[config.mk]
export PLATFORM = sky130hd
export DESIGN_NAME = regbank_write_arbiter
export DESIGN_NICKNAME = d
export VERILOG_FILES = /design/src/rtl/regbank_write_arbiter.sv
export SDC_FILE = /design/constraint.sdc
export NUM_CORES = 1
export LEC_CHECK = 0
export ABC_AREA = 1
export BUFFER_PORTS_ARGS = -buffer_cell sky130_fd_sc_hd__clkbuf_2
export CAP_MARGIN = 20
export CORE_MARGIN = 2
export CORE_UTILIZATION = 44
export DETAILED_ROUTE_END_ITERATION = 6
export PLACE_DENSITY = 0.78
export SYNTH_ARGS = -nofsm -noshare
export SYNTH_HDL_FRONTEND = slang
export SYNTH_SLANG_ARGS = --single-unit
export TNS_END_PERCENT = 20
[constraint.sdc]
create_clock -name CLK -period 3.19 [get_ports CLK]
set_clock_uncertainty 0.15 [all_clocks]
set_input_delay 0.4785 -clock CLK [delete_from_list [all_inputs] [get_ports CLK]]
set_output_delay 0.4785 -clock CLK [all_outputs]
set_load 0.02 [all_outputs]
[src/rtl/regbank_write_arbiter.sv]
// Round-robin arbiter sharing one register-bank write port among NREQ requesters,
// with a per-requester lock that grants one requester back-to-back exclusive access.
module regbank_write_arbiter #(
  parameter int NREQ = 4,
  parameter int AW   = 5,
  parameter int DW   = 32
) (
  input  logic                 CLK,
  input  logic                 Reset,
  input  logic [NREQ-1:0]      Req,
  input  logic [NREQ-1:0]      Lock,
  input  logic [NREQ*AW-1:0]   Addr,
  input  logic [NREQ*DW-1:0]   Data,
  output logic [NREQ-1:0]      Ack,
  output logic                 WE,
  output logic [AW-1:0]        WAddr,
  output logic [DW-1:0]        WData,
  output logic                 Busy
);

  localparam int PW = (NREQ > 1) ? $clog2(NREQ) : 1;

  typedef enum logic {
    IDLE  = 1'b0,
    ISSUE = 1'b1
  } state_e;

  state_e          state_q, state_d;
  logic [PW-1:0]   ptr_q, ptr_d;
  logic [PW-1:0]   own_q, own_d;
  logic            own_v_q, own_v_d;
  logic            we_q, we_d;
  logic [NREQ-1:0] ack_q, ack_d;
  logic [AW-1:0]   waddr_q, waddr_d;
  logic [DW-1:0]   wdata_q, wdata_d;
  logic            busy_q, busy_d;

  logic            found;
  logic [PW-1:0]   win;
  logic            grant;
  logic [PW-1:0]   gidx;

  // Round-robin search: first requester after the last winner, wrapping modulo NREQ.
  always_comb begin
    found = 1'b0;
    win   = ptr_q;
    for (int k = 1; k <= NREQ; k++) begin
      if (!found && Req[(int'(ptr_q) + k) % NREQ]) begin
        found = 1'b1;
        win   = PW'((int'(ptr_q) + k) % NREQ);
      end
    end
  end

  // NOTE: every signal gets a default before the case so no path leaves one unassigned (no latches).
  always_comb begin
    state_d = state_q;
    ptr_d   = ptr_q;
    own_d   = own_q;
    own_v_d = own_v_q;
    we_d    = 1'b0;
    ack_d   = '0;
    waddr_d = waddr_q;
    wdata_d = wdata_q;
    grant   = 1'b0;
    gidx    = win;

    case (state_q)
      IDLE: begin
        if (own_v_q && Lock[own_q]) begin
          // Locked owner: everyone else is starved until the lock drops.
          if (Req[own_q]) begin
            grant = 1'b1;
            gidx  = own_q;
          end
        end else begin
          own_v_d = 1'b0;
          if (found) begin
            grant = 1'b1;
            gidx  = win;
          end
        end

        if (grant) begin
          state_d = ISSUE;
          we_d    = 1'b1;
          waddr_d = Addr[int'(gidx)*AW +: AW];
          wdata_d = Data[int'(gidx)*DW +: DW];
          ack_d   = NREQ'(1) << gidx;
          ptr_d   = gidx;
          if (Lock[gidx]) begin
            own_v_d = 1'b1;
            own_d   = gidx;
          end
        end
      end

      ISSUE: state_d = IDLE;

      default: state_d = IDLE;
    endcase

    busy_d = (state_d == ISSUE) || own_v_d;
  end

  // NOTE: sequential state uses non-blocking assignments so all flops update together at the edge.
  always_ff @(posedge CLK or negedge Reset) begin
    if (!Reset) begin
      state_q <= IDLE;
      ptr_q   <= PW'(NREQ - 1);
      own_q   <= '0;
      own_v_q <= 1'b0;
      we_q    <= 1'b0;
      ack_q   <= '0;
      waddr_q <= '0;
      wdata_q <= '0;
      busy_q  <= 1'b0;
    end else begin
      state_q <= state_d;
      ptr_q   <= ptr_d;
      own_q   <= own_d;
      own_v_q <= own_v_d;
      we_q    <= we_d;
      ack_q   <= ack_d;
      waddr_q <= waddr_d;
      wdata_q <= wdata_d;
      busy_q  <= busy_d;
    end
  end

  assign Ack   = ack_q;
  assign WE    = we_q;
  assign WAddr = waddr_q;
  assign WData = wdata_q;
  assign Busy  = busy_q;

endmodule

Word-level counts from Yosys, hierarchy flattened
Index checks and enable logic that the tools add are counted.
{ "word_totals": {"ff_bits": 49, "rom_bits": 0, "mem_bits_rw": 0, "input_bits": 158, "wordCells": 84, "latchBits": 0, "out_inout_bits": 43, "mem_count": 0} }
{ "classes": {"reduce_logical": 14, "n_shift": 3, "n_mul": 1, "add_sub_neg": 4, "bitwise_logic": 5, "n_lt_le_gt_ge": 6, "div": 0, "muxes": 42, "eq_ne": 0} }
{ "op_table": {"columns": ["op", "count"], "rows": [
  ["128-bit by 8-bit variable part select with 32-bit output", 1],
  ["1-bit 2-to-1 mux", 25],
  ["20-bit by 6-bit variable part select with 5-bit output", 1],
  ["3-bit by 4-bit less-than comparator with 1-bit output (second input constant)", 4],
  ["1-bit binary-select mux with 2-bit select", 7],
  ["2-bit 2-to-1 mux", 7],
  ["4-bit 2-to-1 mux", 2],
  ["2-bit OR reduction", 4],
  ["2-bit by 3-bit less-than comparator with 1-bit output (second input constant)", 2],
  ["2-bit by 3-bit multiplier with 5-bit output (second input constant)", 1],
  ["2-bit by 1-bit adder with 2-bit output (second input constant)", 2],
  ["2-bit adder (second input constant)", 2],
  ["1-bit bitwise AND (first input constant)", 4],
  ["1-bit logical AND", 4],
  ["1-bit by 2-bit left shift with 4-bit output (first input constant)", 1],
  ["1-bit logical NOT", 3],
  ["3-bit AND reduction", 1],
  ["1-bit case mux with 2 select lines", 1],
  ["2-bit AND reduction", 1],
  ["1-bit logical OR", 1],
  ["1-bit inverter", 1]
]} }

Depth between registers and ports, before layout
Gate-level depths: netlist of the first run.
{ "depth": {"ltp_word": 25, "depth_mapped": 19, "ltp_nobuf": 17} }

Worst setup path before layout of the first run
No wires, ideal clock.
{ "synth_timing": {"kind": "flip-flop to flip-flop", "from": "reg ptr_q[0]", "to": "reg waddr_q[4] (netlist: WAddr[4])", "t_required_ps": 2916, "arrival_time_ps": 1976, "slack_ps": 940, "period_less_slack_ps": 2250, "path_buffers": 3, "setup_ps": 124, "stages_incl_launch_ff": 19, "cell_sequence": "dfstp_2 -> buf_4 -> inv_4 -> nand2_1 -> nand2_2 -> nand2_2 -> nand2_2 -> nor2_4 -> nand3_1 -> nor3_2 -> nor2_2 -> o21ai_4 -> inv_4 -> nand2_2 -> inv_2 -> buf_6 -> buf_6 -> nand2_1 -> nand3_1"} }
{ "synth_between": {"elab_chain_len": 19, "elab_cells_between_ends": 39, "cone_classes": "4 x add/sub; 1 x mul; 1 x shift; 26 x mux; 7 x reduce/logical"} }
{ "synth_lines": {"columns": ["item", "line", "rtl"], "rows": [
  ["from (decl)", "29", "logic [PW-1:0] ptr_q, ptr_d;"],
  ["from (signal assigned)", "110", "ptr_q <= PW'(NREQ - 1);"],
  ["from (signal assigned)", "120", "ptr_q <= ptr_d;"],
  ["2-bit by 1-bit adder with 2-bit output", "48, 50", null],
  ["1-bit binary-select mux with 2-bit select", "48", "if (!found && Req[(int'(ptr_q) + k) % NREQ]) begin"],
  ["1-bit 2-to-1 mux (implied by the code) (2 in series)", "48", null],
  ["1-bit 2-to-1 mux", "48", null],
  ["1-bit logical NOT", "48", null],
  ["1-bit logical AND", "48", null],
  ["1-bit 2-to-1 mux", "48", null],
  ["1-bit logical NOT", "48", null],
  ["[... 2 more ...]", null, null],
  ["1-bit logical NOT", "48", null],
  ["1-bit logical AND", "48", null],
  ["2-bit 2-to-1 mux", "48", null],
  ["2-bit 2-to-1 mux", "72", "if (Req[own_q]) begin"],
  ["2-bit 2-to-1 mux", "70", "if (own_v_q && Lock[own_q]) begin"],
  ["2-bit 2-to-1 mux", "68", "case (state_q)"],
  ["2-bit by 3-bit multiplier with 5-bit output", "87", "waddr_d = Addr[int'(gidx)*AW +: AW];"],
  ["20-bit by 6-bit variable part select with 5-bit output", "87", null],
  ["to (signal assigned)", "125", "waddr_q <= waddr_d;"],
  ["to (decl)", "34", "logic [AW-1:0] waddr_q, waddr_d;"]
]} }
Parallel ways exist; a longest one is shown, timed or not. The select of a mux whose other input is x is not followed.
A chain may end at the register's enable or synchronous reset.

Final worst setup path of the first run
{ "layout_timing": {"from": "reg ptr_q[0]", "to": "reg own_q[1]"} }
{ "layout_between": {"elab_chain_len": 20, "elab_cells_between_ends": 39, "cone_classes": "4 x add/sub; 28 x mux; 7 x reduce/logical"} }
{ "layout_lines": {"columns": ["item", "line", "rtl"], "rows": [
  ["2-bit by 1-bit adder with 2-bit output", "48, 50", null],
  ["1-bit binary-select mux with 2-bit select", "48", null],
  ["1-bit 2-to-1 mux (implied by the code) (2 in series)", "48", null],
  ["1-bit 2-to-1 mux", "48", null],
  ["1-bit logical NOT", "48", null],
  ["1-bit logical AND", "48", null],
  ["1-bit 2-to-1 mux", "48", null],
  ["1-bit logical NOT", "48", null],
  ["[... 3 more ...]", null, null],
  ["1-bit logical AND", "48", null],
  ["2-bit 2-to-1 mux", "48", null],
  ["2-bit 2-to-1 mux", "72", null],
  ["2-bit 2-to-1 mux", "70", null],
  ["2-bit 2-to-1 mux", "68", null],
  ["1-bit binary-select mux with 2-bit select", "91", "if (Lock[gidx]) begin"],
  ["1-bit 2-to-1 mux (implied by the code)", "91", null],
  ["3-bit AND reduction (no source line)", null, null],
  ["to (signal assigned)", "121", "own_q <= own_d;"],
  ["to (decl)", "30", "logic [PW-1:0] own_q, own_d;"]
]} }
Parallel ways exist; a longest one is shown, timed or not. The select of a mux whose other input is x is not followed.

==> impl_metrics.ini, run 1 <==
[cells_and_area]
sequential_cell_area_um2 = 1204
fillers = 725
design.final.nets = 903
multi_input_area_um2 = 1917
area_delta_synth_final_pct = 32.17
drive_gt1_share_pct = 31.50
antenna_cells_inserted = 0

[cts]
numCtsBuffers = 5
post_cts.resized_instances = 0
clock_sink_count = 48
ctsLongestPathBuffers = 2
ctsRootBufferMaster = clkbuf_8
htree_num_levels = 2
cts.hold.buffers_added = 0
worst_setup_hold_path_clk_slew_ps = 80
worst_skew_pair.late_latency_ps = 300
post_cts_setup_buffers = 0
cts_tree = done

[grt]
grt_pass1_vias = 3787
global_route_total_overflow = 0
grt_pass1_wl_mm = 16.91
antenna_found_initial = 0
grt_max_degree = 81
grt.total_usage_pct = 24.67

[synth]
syn-mean-instance-area_um2 = 5.979
synth-warning-count = 0
synth-main-ff-cell = dfrtp_1
netlist_instances = 564
synth_top_cells_by_count = 379 x nand2_1, 55 x nand3_1, 46 x dfrtp_1, 12 x buf_2, 11 x inv_1
sequential_fraction_of_the_synthesis_area_pct = 35.70
post_synth_main_area_contributors = nand2_1 42%, dfrtp_1 34%, nand3_1 8.2%, buf_2 1.8%, buf_4 1.8%
synthMostInstantiatedCell = nand2_1
number_of_distinct_library_cells_after_synthesis = 24
synth-seq-cells = 48
yosysTopAreaCellShare_pct = 42.19
synth-edff-count = 0
synth.largest_area_cell = nand2_1
syn_nets = 722
async_flop_share_pct = 100.0
netlist_area_before_placement_um2 = 3372

[sta]
timing.hold.ws_ps = 135.7
period_share_pct = 89.50
final-hold-violation-count = 0
unrepaired_setup_endpoints_after_global_routing = no
period_needed_ps = 2855
fin_setup_tns_ps = 0
drv_slew = 0
timing.max_slew.rel_slack_pct = 41.80
setup_violating_endpoint_count_in_the_final_report = 0
max_clock_freq_ghz = 0.3503
timing_worst_slew_pin_value_ps = 873.0

[worst_setup_path]
critical_path.max_fanout = 80
worstPathCellList = inv_4 > nand2_1 > nand2_1 > nand2_2 > nand2_2 > inv_1 > nand3_1 > nand2_1 > nand3_2 > nand2_2 > buf_4 > nand2_1 > nand2_1 > nand2_1 > nand2_1 > nand2_1 > nand2_1 > nand2_1
setup.worst_path.start = ptr_q[0]
regToRegStartpoint = ptr_q[0]
critPathSlowestCell = dfstp_2
cp_slowest_stage_delay_ps = 650
most_used_cell_along_the_critical_path = nand2_1
start_kind = flip-flop
end_kind = flip-flop
crit_buf_inv = 3
worst-setup-path-type = flip-flop to flip-flop
worstPathArrival_ps = 2890
critical_path_required_ps = 3220
worst_path_dominant_cell_family = simple AND/OR/NAND/NOR gates

[drt]
drtPass1Iterations = 5
final_routed_wirelength_across_all_metal_layers_mm = 10.29
detail_route.wl_per_cell_um = 12.17
vias_per_cell = 4.836
drtIter0Drc = 163
drcViolationCount = 0
dr_total_vias = 4086
drtAntennaViolNets = 0

[placement]
routabilityCongestion = 0.9720
numPortBuffers = 200
dp_hpwl_mm = 7.976

[floorplan]
rows = 31
die_height_um = 91.54
starting_density_of_the_core_pct = 46.00
fp.dieArea_um2 = 8380
die_x_um = 91.54
core_region_area_um2 = 7331
ios = 201

[power_and_ir_drop]
p_leak_uw = 0.002794
powerDensity_nw_per_um2 = 1392
vdd.ir_drop.worst_v = 0.001137
power.total_uw = 6204

[run_status]
outcome = finished, final reports clean

[hold_path]
hold_path.class = input port to asynchronous set/reset pin

[flow_run]
cap_viol_max_count = 0
## worst register-to-register path: stages, from the launching register on
cell and delay (ps):
dfstp_2 650, inv_4 80, nand2_1 60, nand2_1 90
nand2_2 100, nand2_2 90, inv_1 70, nand3_1 90
nand2_1 90, nand3_2 80, nand2_2 80, buf_4 580
nand2_1 100, nand2_1 110, nand2_1 70, nand2_1 80
nand2_1 70, nand2_1 60, nand2_1 50
## worst paths after layout
path | endpoint | slack [ps] | cells past startpoint
min reg2reg | WData[12] | 350 | 2
max reg2reg | own_q[1] | 330 | 18
max in group asynchronous | WAddr[0] | 2010 | 2
max | own_q[1] | 330 | 18
min | WData[22] | 140 | 1
min in group CLK | WData[7] | 320 | 5
## placed cells by master (no fill, tap or decap), types with 3 or more instances in the layout
master,n
nand2_1,379
clkbuf_2,200
nand3_1,55
dfrtp_1,46
inv_1,11
nand2_2,9
o21ai_0,7
clkbuf_8,6
a21oi_1,5
nor2_1,4
inv_4,3
inv_2,3
buf_4,3
## power by group
part | internal [µW] | leakage, µW | switching, µW | total [µW]
Combinational | 1440 | 0.00216 | 3220 | 4660
Sequential | 958 | 0.000595 | 209 | 1170
Clock | 176 | 0.0000434 | 198 | 374
## cell type report
cell class	count	area share [%]
tap	99	2.779
clock inverter	2	0.3369
timing repair buffer	204	23.41
clock buffer	6	1.853
inverter	17	1.600
multi-input combinational	469	43.01
sequential	48	27.01
## registers in the layout (all words and copies together) (netlist names)
register  count
Ack           4
Busy          1
WAddr         5
WData        32
own_q         2
own_v_q       1
ptr_q         2
state_q       1
## cell families after synthesis
kind of cell	count (synthesis)	share of synthesized area, %
AOI/OAI and AO/OA	13	2.263
buffers and inverters	47	7.459
DFF	48	35.70
and+or+nand+nor	456	54.58
## stage by stage
stage          cells  setup WS [ps]  utilization [%]  area, µm²
2_1_floorplan    564          940.3                -       3372
3_3_place_gp     836          431.5            59.19       4339
3_5_place_dp     836          289.1            59.19       4339
4_1_cts          844          273.2            60.52       4437
5_1_grt          845          39.65            60.80       4457
6_report         845          335.0            60.80       4457
## routing by layer
metal / vias up / routed length, µm / global-route usage (%)
li1: 2083 / - / -
met1: 1819 / 4325 / 31.51
met2: 165 / 5105 / 42.65
met3: 19 / 668 / 4.066
met4: 0 / 187 / 7.449
met5: - / 0 / 0
No activity file was read; power rests on OpenSTA's default activity.
==> run 2, diff against run 1 <==
--- a/config.mk
+++ b/config.mk
@@ -11,7 +11,7 @@
 export CORE_MARGIN = 2
 export CORE_UTILIZATION = 44
 export DETAILED_ROUTE_END_ITERATION = 6
-export PLACE_DENSITY = 0.78
+export PLACE_DENSITY = 0.79
 export SYNTH_ARGS = -nofsm -noshare
 export SYNTH_HDL_FRONTEND = slang
 export SYNTH_SLANG_ARGS = --single-unit
==> impl_metrics.ini, run 2 (same netlist as run 1, synthesis figures left out) <==
[run_status]
outcome = finished, final reports clean

[power_and_ir_drop]
powerDensity_nw_per_um2 = 1413
switching_share_pct = 58.60
share_clk_of_total_power_pct = 5.9
netSwitchingPower_uw = 3696
vdd.ir_drop.worst_v = 0.0009257
power_frac_seq_pct = 18.6
p_leak_uw = 0.002806
internal_power_uw = 2611
share_comb_of_total_power_pct = 75.5

[grt]
grt_max_degree = 81
grt_pass1_vias = 3798
grt.total_usage_pct = 24.20
global_route_total_overflow = 0
antenna_found_initial = 0
grt_pass1_wl_mm = 16.77

[worst_setup_path]
regToRegSetupSlack_ps = 410
end_kind = flip-flop
setup.worst_path.start = ptr_q[0]
worstPathArrival_ps = 2850
ff2ff_path_depth = 12
crit-reg2reg-capture = WData[6]
start_kind = flip-flop
critPathCapture = WData[6]
worst-setup-path-type = flip-flop to flip-flop
critical_path.max_fanout = 37
regToRegStartpoint = ptr_q[0]
critical_path_required_ps = 3270

[placement]
routabilityCongestion = 0.9472
numPortBuffers = 200
dpl_worst_slack_ps = 438.4
dp_hpwl_mm = 8.005

[drt]
dr_total_vias = 4113
drcViolationCount = 0
vias_per_cell = 4.867
final_routed_wirelength_across_all_metal_layers_mm = 10.25
highest-signal-layer = met4
drtPass1Iterations = 5
met3RoutedLength_um = 655
drtAntennaViolNets = 0
route.layer.met1.wl_mm = 4.370
detail_route.wl_per_cell_um = 12.13
met2_wirelength_mm = 4.900
drtIter0Drc = 168

[floorplan]
core_region_area_um2 = 7331
starting_density_of_the_core_pct = 46.00
die_x_um = 91.54
die_height_um = 91.54
rows = 31
fp.dieArea_um2 = 8380
ios = 201

[cells_and_area]
drive_gt1_share_pct = 31.50
antenna_cells_inserted = 0
mostFrequentLayoutCell = nand2_1
number_of_flip_flops_under_the_largest_register_name = 32
area_delta_synth_final_pct = 32.39
design.final.nets = 903
layout_common_cells = 379 x nand2_1, 200 x clkbuf_2, 55 x nand3_1

[sta]
fin_setup_tns_ps = 0
period_share_pct = 87.10
unrepaired_setup_endpoints_after_global_routing = no
period_needed_ps = 2778
final-hold-violation-count = 0
finalWorstSetupSlack_ps = 411.6
timing_worst_slew_pin_value_ps = 841.4
timing.max_slew.rel_slack_pct = 43.77
max_clock_freq_ghz = 0.3599
setup_violating_endpoint_count_in_the_final_report = 0
drv_slew = 0

[cts]
clock_sink_count = 48
post_cts_setup_buffers = 0
ctsRootBufferMaster = clkbuf_8
htree_num_levels = 2
worst_skew_pair.late_latency_ps = 300
post_cts.resized_instances = 0
ctsLongestPathBuffers = 2
worst_setup_hold_path_clk_slew_ps = 90
cts_tree = done
cts.hold.buffers_added = 0
numCtsBuffers = 5

[hold_path]
hold_path.class = input port to asynchronous set/reset pin

[flow_run]
cap_viol_max_count = 0
## run 2: cell types whose count changed in the layout (fill, tap and decap cells not counted)
cell / change
clkinv_2: +2
clkinvlp_4: -2
buf_12: +1
buf_4: -1
## run 2: how the worst min path moves through the flow
stage / endpoint / cells past startpoint / slack [ps] / startpoint
finish: WData[25] / 1 / 70 / Reset
global route: WData[25] / 1 / 100 / Reset
CTS: WData[25] / 1 / 70 / Reset
detailed placement: WData[21] / 2 / 330 / WData[21]
global placement: WData[19] / 2 / 330 / WData[19]
floorplan: Ack[0] / 0 / 30 / Reset
## run 2: power by group through the flow
stage          clock, µW  combinational [µW]  sequential [µW]
2_1_floorplan          0                3540             1400
3_3_place_gp           0                4670             1160
3_5_place_dp           0                4770             1170
4_1_cts              384                4780             1160
5_1_grt              416                5370             1200
6_report             372                4770             1170
## run 2: worst max-delay path, cell delays in order, from the launching register on
cell	delay (ps)
dfstp_2	650
nand2_1	90
nand2_2	100
nand2_2	80
nand2_2	120
nor2_4	50
nand3_1	80
nor3_2	50
nor2_2	150
o21ai_4	220
nor2_4	700
nand2_1	120
nand3_1	130
## run 2: final cells by class
cell class | count | area (µm²)
timing repair buffer | 204 | 1056
multi-input combinational | 469 | 1917
fill | 726 | 2867
sequential | 48 | 1204
tap | 99 | 123.9
clock inverter | 2 | 10.01
inverter | 17 | 71.32
clock buffer | 6 | 82.58
## run 2: through the flow
stage               cells  area [µm²]  total power (µW)  utilization, %  hold WS (ps)
floorplan             564        3372              4937               -         32.91
global placement      837        4372              5831           59.63         330.5
detailed placement    837        4372              5940           59.63         332.2
CTS                   845        4464              6325           60.90         73.26
global route          845        4464              6991           60.90         104.1
finish                845        4464              6307           60.90         65.69
## run 2: metal layers
metal | vias to the layer above | global-route usage (%)
met5 | - | 0
met4 | 0 | 7.702
met3 | 33 | 4.481
met2 | 165 | 41.18
met1 | 1828 | 30.98
li1 | 2087 | -
